**src/rtl/voice_mixer.sv**
```systemverilog
// 8-voice mixer: snapshot on strobe, shared-multiplier MAC, saturate, linear stereo pan.
// Latency: strobe edge k -> LDATA/RDATA/out_valid after edge k+N_VOICES+2.
// Backpressure: none; a strobe while busy is dropped and raises the sticky overrun flag.
module voice_mixer #(
    parameter int N_VOICES  = 8,
    parameter int SAMPLE_W  = 16,
    parameter int GAIN_W    = 8,
    parameter int GAIN_FRAC = 7
) (
    input  logic                         Clk,
    input  logic                         Reset_n,
    input  logic                         sample_stb,
    input  logic [N_VOICES*SAMPLE_W-1:0] voices,
    input  logic [N_VOICES*GAIN_W-1:0]   gains,
    input  logic [14:0]                  pan,
    input  logic                         clr_ovr,
    output logic signed [SAMPLE_W-1:0]   LDATA,
    output logic signed [SAMPLE_W-1:0]   RDATA,
    output logic                         out_valid,
    output logic                         busy,
    output logic                         overrun
);

    localparam int IDX_W  = $clog2(N_VOICES);
    localparam int PROD_W = SAMPLE_W + GAIN_W + 1;
    localparam int ACC_W  = PROD_W + IDX_W - 1;
    localparam int PAN_W  = 2 * SAMPLE_W;

    localparam logic signed [ACC_W-1:0] SAT_MAX = ACC_W'((1 <<< (SAMPLE_W - 1)) - 1);
    localparam logic signed [ACC_W-1:0] SAT_MIN = -ACC_W'(1 <<< (SAMPLE_W - 1));
    localparam logic [14:0]             PAN_MAX = 15'h7FFF;

    typedef enum logic [1:0] {IDLE, MAC, SAT, PAN} state_t;

    state_t state_q, state_d;

    logic [N_VOICES*SAMPLE_W-1:0] v_snap;
    logic [N_VOICES*GAIN_W-1:0]   g_snap;
    logic [14:0]                  pan_snap;
    logic signed [ACC_W-1:0]      acc;
    logic [IDX_W-1:0]             idx;
    logic signed [SAMPLE_W-1:0]   mix;

    logic signed [SAMPLE_W-1:0]   v_cur;
    logic [GAIN_W-1:0]            g_cur;
    logic signed [PROD_W-1:0]     prod;
    logic signed [ACC_W-1:0]      acc_shr;
    logic signed [PAN_W-1:0]      prod_l;
    logic signed [PAN_W-1:0]      prod_r;

    always_comb begin
        state_d = state_q;
        case (state_q)
            IDLE:    if (sample_stb) state_d = MAC;
            MAC:     if (idx == IDX_W'(N_VOICES - 1)) state_d = SAT;
            SAT:     state_d = PAN;
            PAN:     state_d = IDLE;
            default: state_d = IDLE;
        endcase
    end

    always_ff @(posedge Clk) begin
        if (!Reset_n) state_q <= IDLE;
        else          state_q <= state_d;
    end

    assign busy = (state_q != IDLE);

    // One shared multiplier: the gain is zero-extended so it stays non-negative as a signed operand.
    assign v_cur   = v_snap[int'(idx)*SAMPLE_W +: SAMPLE_W];
    assign g_cur   = g_snap[int'(idx)*GAIN_W +: GAIN_W];
    assign prod    = v_cur * $signed({1'b0, g_cur});
    assign acc_shr = acc >>> GAIN_FRAC;
    assign prod_l  = mix * $signed({1'b0, PAN_MAX - pan_snap});
    assign prod_r  = mix * $signed({1'b0, pan_snap});

    always_ff @(posedge Clk) begin
        if (!Reset_n) begin
            v_snap    <= '0;
            g_snap    <= '0;
            pan_snap  <= '0;
            acc       <= '0;
            idx       <= '0;
            mix       <= '0;
            LDATA     <= '0;
            RDATA     <= '0;
            out_valid <= 1'b0;
        end else begin
            out_valid <= 1'b0;
            case (state_q)
                IDLE: begin
                    if (sample_stb) begin
                        v_snap   <= voices;
                        g_snap   <= gains;
                        pan_snap <= pan;
                        acc      <= '0;
                        idx      <= '0;
                    end
                end
                MAC: begin
                    acc <= acc + {{(ACC_W - PROD_W){prod[PROD_W-1]}}, prod};
                    idx <= idx + 1'b1;
                end
                SAT: begin
                    if (acc_shr > SAT_MAX)      mix <= SAT_MAX[SAMPLE_W-1:0];
                    else if (acc_shr < SAT_MIN) mix <= SAT_MIN[SAMPLE_W-1:0];
                    else                        mix <= acc_shr[SAMPLE_W-1:0];
                end
                PAN: begin
                    // Taking bits [30:15] is the arithmetic >>>15; the result always fits the sample width.
                    LDATA     <= prod_l[SAMPLE_W+14:15];
                    RDATA     <= prod_r[SAMPLE_W+14:15];
                    out_valid <= 1'b1;
                end
                default: ;
            endcase
        end
    end

    // A fresh overrun beats a simultaneous clear.
    always_ff @(posedge Clk) begin
        if (!Reset_n)                  overrun <= 1'b0;
        else if (sample_stb && busy)   overrun <= 1'b1;
        else if (clr_ovr)              overrun <= 1'b0;
    end

endmodule
```
**config.mk**
```make
export PLATFORM = sky130hd
export DESIGN_NAME = voice_mixer
export DESIGN_NICKNAME = d
export VERILOG_FILES = /design/src/rtl/voice_mixer.sv
export SDC_FILE = /design/constraint.sdc
export NUM_CORES = 2
export LEC_CHECK = 0
export CORE_MARGIN = 3
export CORE_UTILIZATION = 50
export DETAILED_ROUTE_END_ITERATION = 6
export GPL_ROUTABILITY_DRIVEN = 0
export PLACE_DENSITY = 0.7
export SLEW_MARGIN = 10
export SYNTH_ARGS = -nofsm -noshare
export SYNTH_HDL_FRONTEND = slang
export SYNTH_SLANG_ARGS = --single-unit
```
**constraint.sdc**
```tcl
create_clock -name Clk -period 14.7 [get_ports Clk]
set_input_delay 2.94 -clock Clk [delete_from_list [all_inputs] [get_ports Clk]]
set_output_delay 2.94 -clock Clk [all_outputs]
set_load 0.02 [all_outputs]
```
==> results.json <==
{
  "clock_path_buffers": 3,
  "setup_violations": 0,
  "p_int_mw": 2.07,
  "vias": 26443,
  "combPwrFrac": 0.457,
  "syn_nets": 4976,
  "ys_seq_area_frac": 0.165,
  "finClkSkew_ns": 0.0202,
  "yosysWarnings": 0,
  "nets": 5104,
  "drc": 0,
  "detail_route.iter0.violations": 1529,
  "cts_tree": "built",
  "grt_use_total": 0.255,
  "cts_made_buffers": 37,
  "layout_commonest_cell": "inv_1",
  "hold_violations": 0,
  "die_w_um": 270,
  "htreeDepth": 2,
  "cp-start-kind": "register",
  "rr_startpoint": "idx[0]$_SDFFE_PN0P_",
  "finalMaxSlewViolations": 0,
  "via_per_inst": 5.25,
  "cts-root-buf": "clkbuf_16",
  "pin_count": 246,
  "dieArea_um2": 73100,
  "post-route-period-util": 0.619,
  "p_leak_nw": 17.5,
  "postRouteAntennaNets": 0,
  "cp_top_family": "compound AO/OA/AOI/OAI gates",
  "cts.repair.resized": 0,
  "worst-path-buf-inv": 5,
  "ys_types": 74,
  "grt-ovfl-total": 0,
  "syn2layout_area_growth_pct": 12.8,
  "hold_depth": 2,
  "hold_class": "register to register",
  "wl_per_cell_um": 17.9,
  "powerDensity_nw_per_um2": 90.5,
  "cp.required_ns": 15.16,
  "postCtsHoldBufs": 0,
  "path_max_fanout": 42,
  "max_freq_mhz": 110,
  "synthTopCellsByArea": "fa_1 33%, dfxtp_1 17%, ha_1 8.4%, inv_1 7.5%, nand2_1 7.0%",
  "holdPathEnd": "v_snap[109]$_SDFFE_PN0P_",
  "p_sw_mw": 1.49,
  "ff2ff_setup_slack_ns": 5.59,
  "clkLatencyLatePin_ns": 0.56,
  "p_sw_frac": 0.419,
  "cap_violations": 0,
  "cts.sinks": 289,
  "diodes": 0,
  "status": "finished, final reports clean",
  "crit_slowest_cell": "mux2i_1",
  "die_y_um": 270,
  "netlist_area_um2": 35000,
  "synthArstFlopShare": 0,
  "grt_pass1_vias": 27995,
  "post-place-ws_ns": 5.55,
  "wl_mm": 90.3,
  "antenna_found_initial": 0,
  "drive_gt1_frac": 0.0478,
  "seqPwrFrac": 0.287,
  "synth_edf_count": 0,
  "worstHoldStart": "v_snap[109]$_SDFFE_PN0P_",
  "ys_ff_latch": 289,
  "seq_area_um2": 5790,
  "peakVddDrop_uv": 92.5,
  "fill_cells": 6238,
  "synth-main-ff-cell": "dfxtp_1",
  "clockPowerShare": 0.256,
  "layout_common_cells": "701 x inv_1, 648 x nand2_1, 583 x fa_1, 284 x dfxtp_1, 280 x a21oi_1",
  "synth_area_leader_cell": "fa_1",
  "io_buffers": 245,
  "multi_input_area_um2": 25800,
  "cts_setup_buffers": 0,
  "clk_pin_slew_ns": 0.06,
  "finalPower_mw": 3.57,
  "final.setup.tns_ns": 0,
  "finalCriticalPeriod_ns": 9.11,
  "timing.rr.end": "acc[26]$_SDFFE_PN0P_",
  "avgSynthCellArea_um2": 8.86,
  "grt_setup_unrepaired": "no",
  "cp-end-kind": "register",
  "hpwl_mm": 69.0,
  "rows": 96,
  "slew_headroom": 0.278,
  "synth_top_area_share": 0.334,
  "setup_ws_ns": 5.59,
  "grt_pass1_wl_mm": 149,
  "worstSetupPathType": "register to register",
  "grt_max_degree": 199,
  "coreArea_um2": 68900,
  "tightest_slew_ns": 1.08,
  "start_util": 0.507,
  "critPathMaxStageDelay_ns": 0.69,
  "crit_arrival_ns": 9.57,
  "ff2ff_path_depth": 32,
  "drt-pass1-iter-count": 5,
  "synth_cells": 3946
}
## tightest hold or removal path, delay by kind of cell, from the launching register on
kind             cells  cell delay (ns)
AO/OA/AOI/OAI        1             0.05
flip-flops           1             0.30
AND/OR/NAND/NOR      1             0.05
## power groups by stage
stage / combinational (mW) / clock (mW) / sequential [mW]
3_3_place_gp: 1.61 / 0 / 1.04
5_1_grt: 1.84 / 0.960 / 1.03
3_5_place_dp: 1.63 / 0 / 1.04
4_1_cts: 1.64 / 0.930 / 1.02
6_report: 1.63 / 0.914 / 1.02
2_1_floorplan: 1.17 / 0 / 0.988
## synth_stat cells, drive strengths merged, types with 2 or more instances
cell type  count
ha           236
o21a          16
fa           583
nand2b       165
a211oi         6
a2111o         3
a21boi         3
mux2          16
o31a           5
o21ai         52
nor2b        142
or2            7
nand4b         2
dfxtp        289
or3            4
nand3b         3
a22oi         19
buf           16
o2111ai        3
nor4           3
xnor2         59
a221oi         2
nand4          7
mux2i         28
a21o          32
nor2         132
a41oi          5
o211ai         7
xor2          26
nand3         19
a21oi        282
mux4          48
a31oi         11
clkbuf       185
a221o          2
and3           6
o31ai          5
nand2        649
inv          702
nor3          26
o21bai         4
and2         119
## cells by family (layout without fill, tap and decap cells)
| kind of cell | Yosys count | in the layout | share of synthesized area |
|---|---|---|---|
| fa+ha+maj | 819 | 819 | 0.418 |
| mux | 92 | 92 | 0.0441 |
| buf+inv | 904 | 1060 | 0.0971 |
| xor+xnor | 85 | 85 | 0.0213 |
| flops | 289 | 289 | 0.165 |
| compound gates | 468 | 468 | 0.0798 |
| simple gates | 1289 | 1289 | 0.174 |
## per-stage QoR
| step | util | area, µm² | instances | hold slack [ns] |
|---|---|---|---|---|
| final | 0.572 | 39400 | 5033 | 0.451 |
| after global routing | 0.572 | 39400 | 5033 | 0.471 |
| after detailed placement | 0.554 | 38200 | 4966 | 0.443 |
| after CTS | 0.572 | 39400 | 5033 | 0.452 |
| after floorplan | - | 35000 | 3946 | 0.433 |
| after global placement | 0.554 | 38200 | 4966 | 0.439 |
## final cells by class
type / instances / share of cell area
flip-flops and latches: 289 / 0.147
inverters: 703 / 0.0671
clock inverters: 15 / 0.00387
well taps: 931 / 0.0295
repair buffers: 290 / 0.0711
clock buffers: 52 / 0.0272
multi-input cells: 2753 / 0.654
## flip-flops by register name, summed over array words and instances, names as in the netlist
| register | flops |
|---|---|
| mix | 16 |
| LDATA | 16 |
| acc | 27 |
| pan_snap | 15 |
| RDATA | 16 |
| state_q | 2 |
| idx | 3 |
| v_snap | 128 |
| overrun | 1 |
| out_valid | 1 |
| g_snap | 64 |
## worst max-delay path by stage
stage,from,end,slack [ns],cells after the start
global placement,idx[0]$_SDFFE_PN0P_,acc[26]$_SDFFE_PN0P_,5.63,32
detailed placement,idx[0]$_SDFFE_PN0P_,acc[26]$_SDFFE_PN0P_,5.55,32
finish,idx[0]$_SDFFE_PN0P_,acc[26]$_SDFFE_PN0P_,5.59,32
CTS,idx[0]$_SDFFE_PN0P_,acc[26]$_SDFFE_PN0P_,5.52,32
floorplan,idx[0]$_SDFFE_PN0P_,acc[26]$_SDFFE_PN0P_,6.39,34
global route,idx[0]$_SDFFE_PN0P_,acc[26]$_SDFFE_PN0P_,5.00,32
## per-layer routing
metal	part of all wire	vias up	global-route usage	wire length [µm]
li1	-	12366	-	-
met1	0.41	13132	0.327	37300
met2	0.49	789	0.437	44100
met3	0.060	156	0.0410	5420
met4	0.039	0	0.0901	3490
met5	0	-	0	0
(Power assumes the default switching activity.)
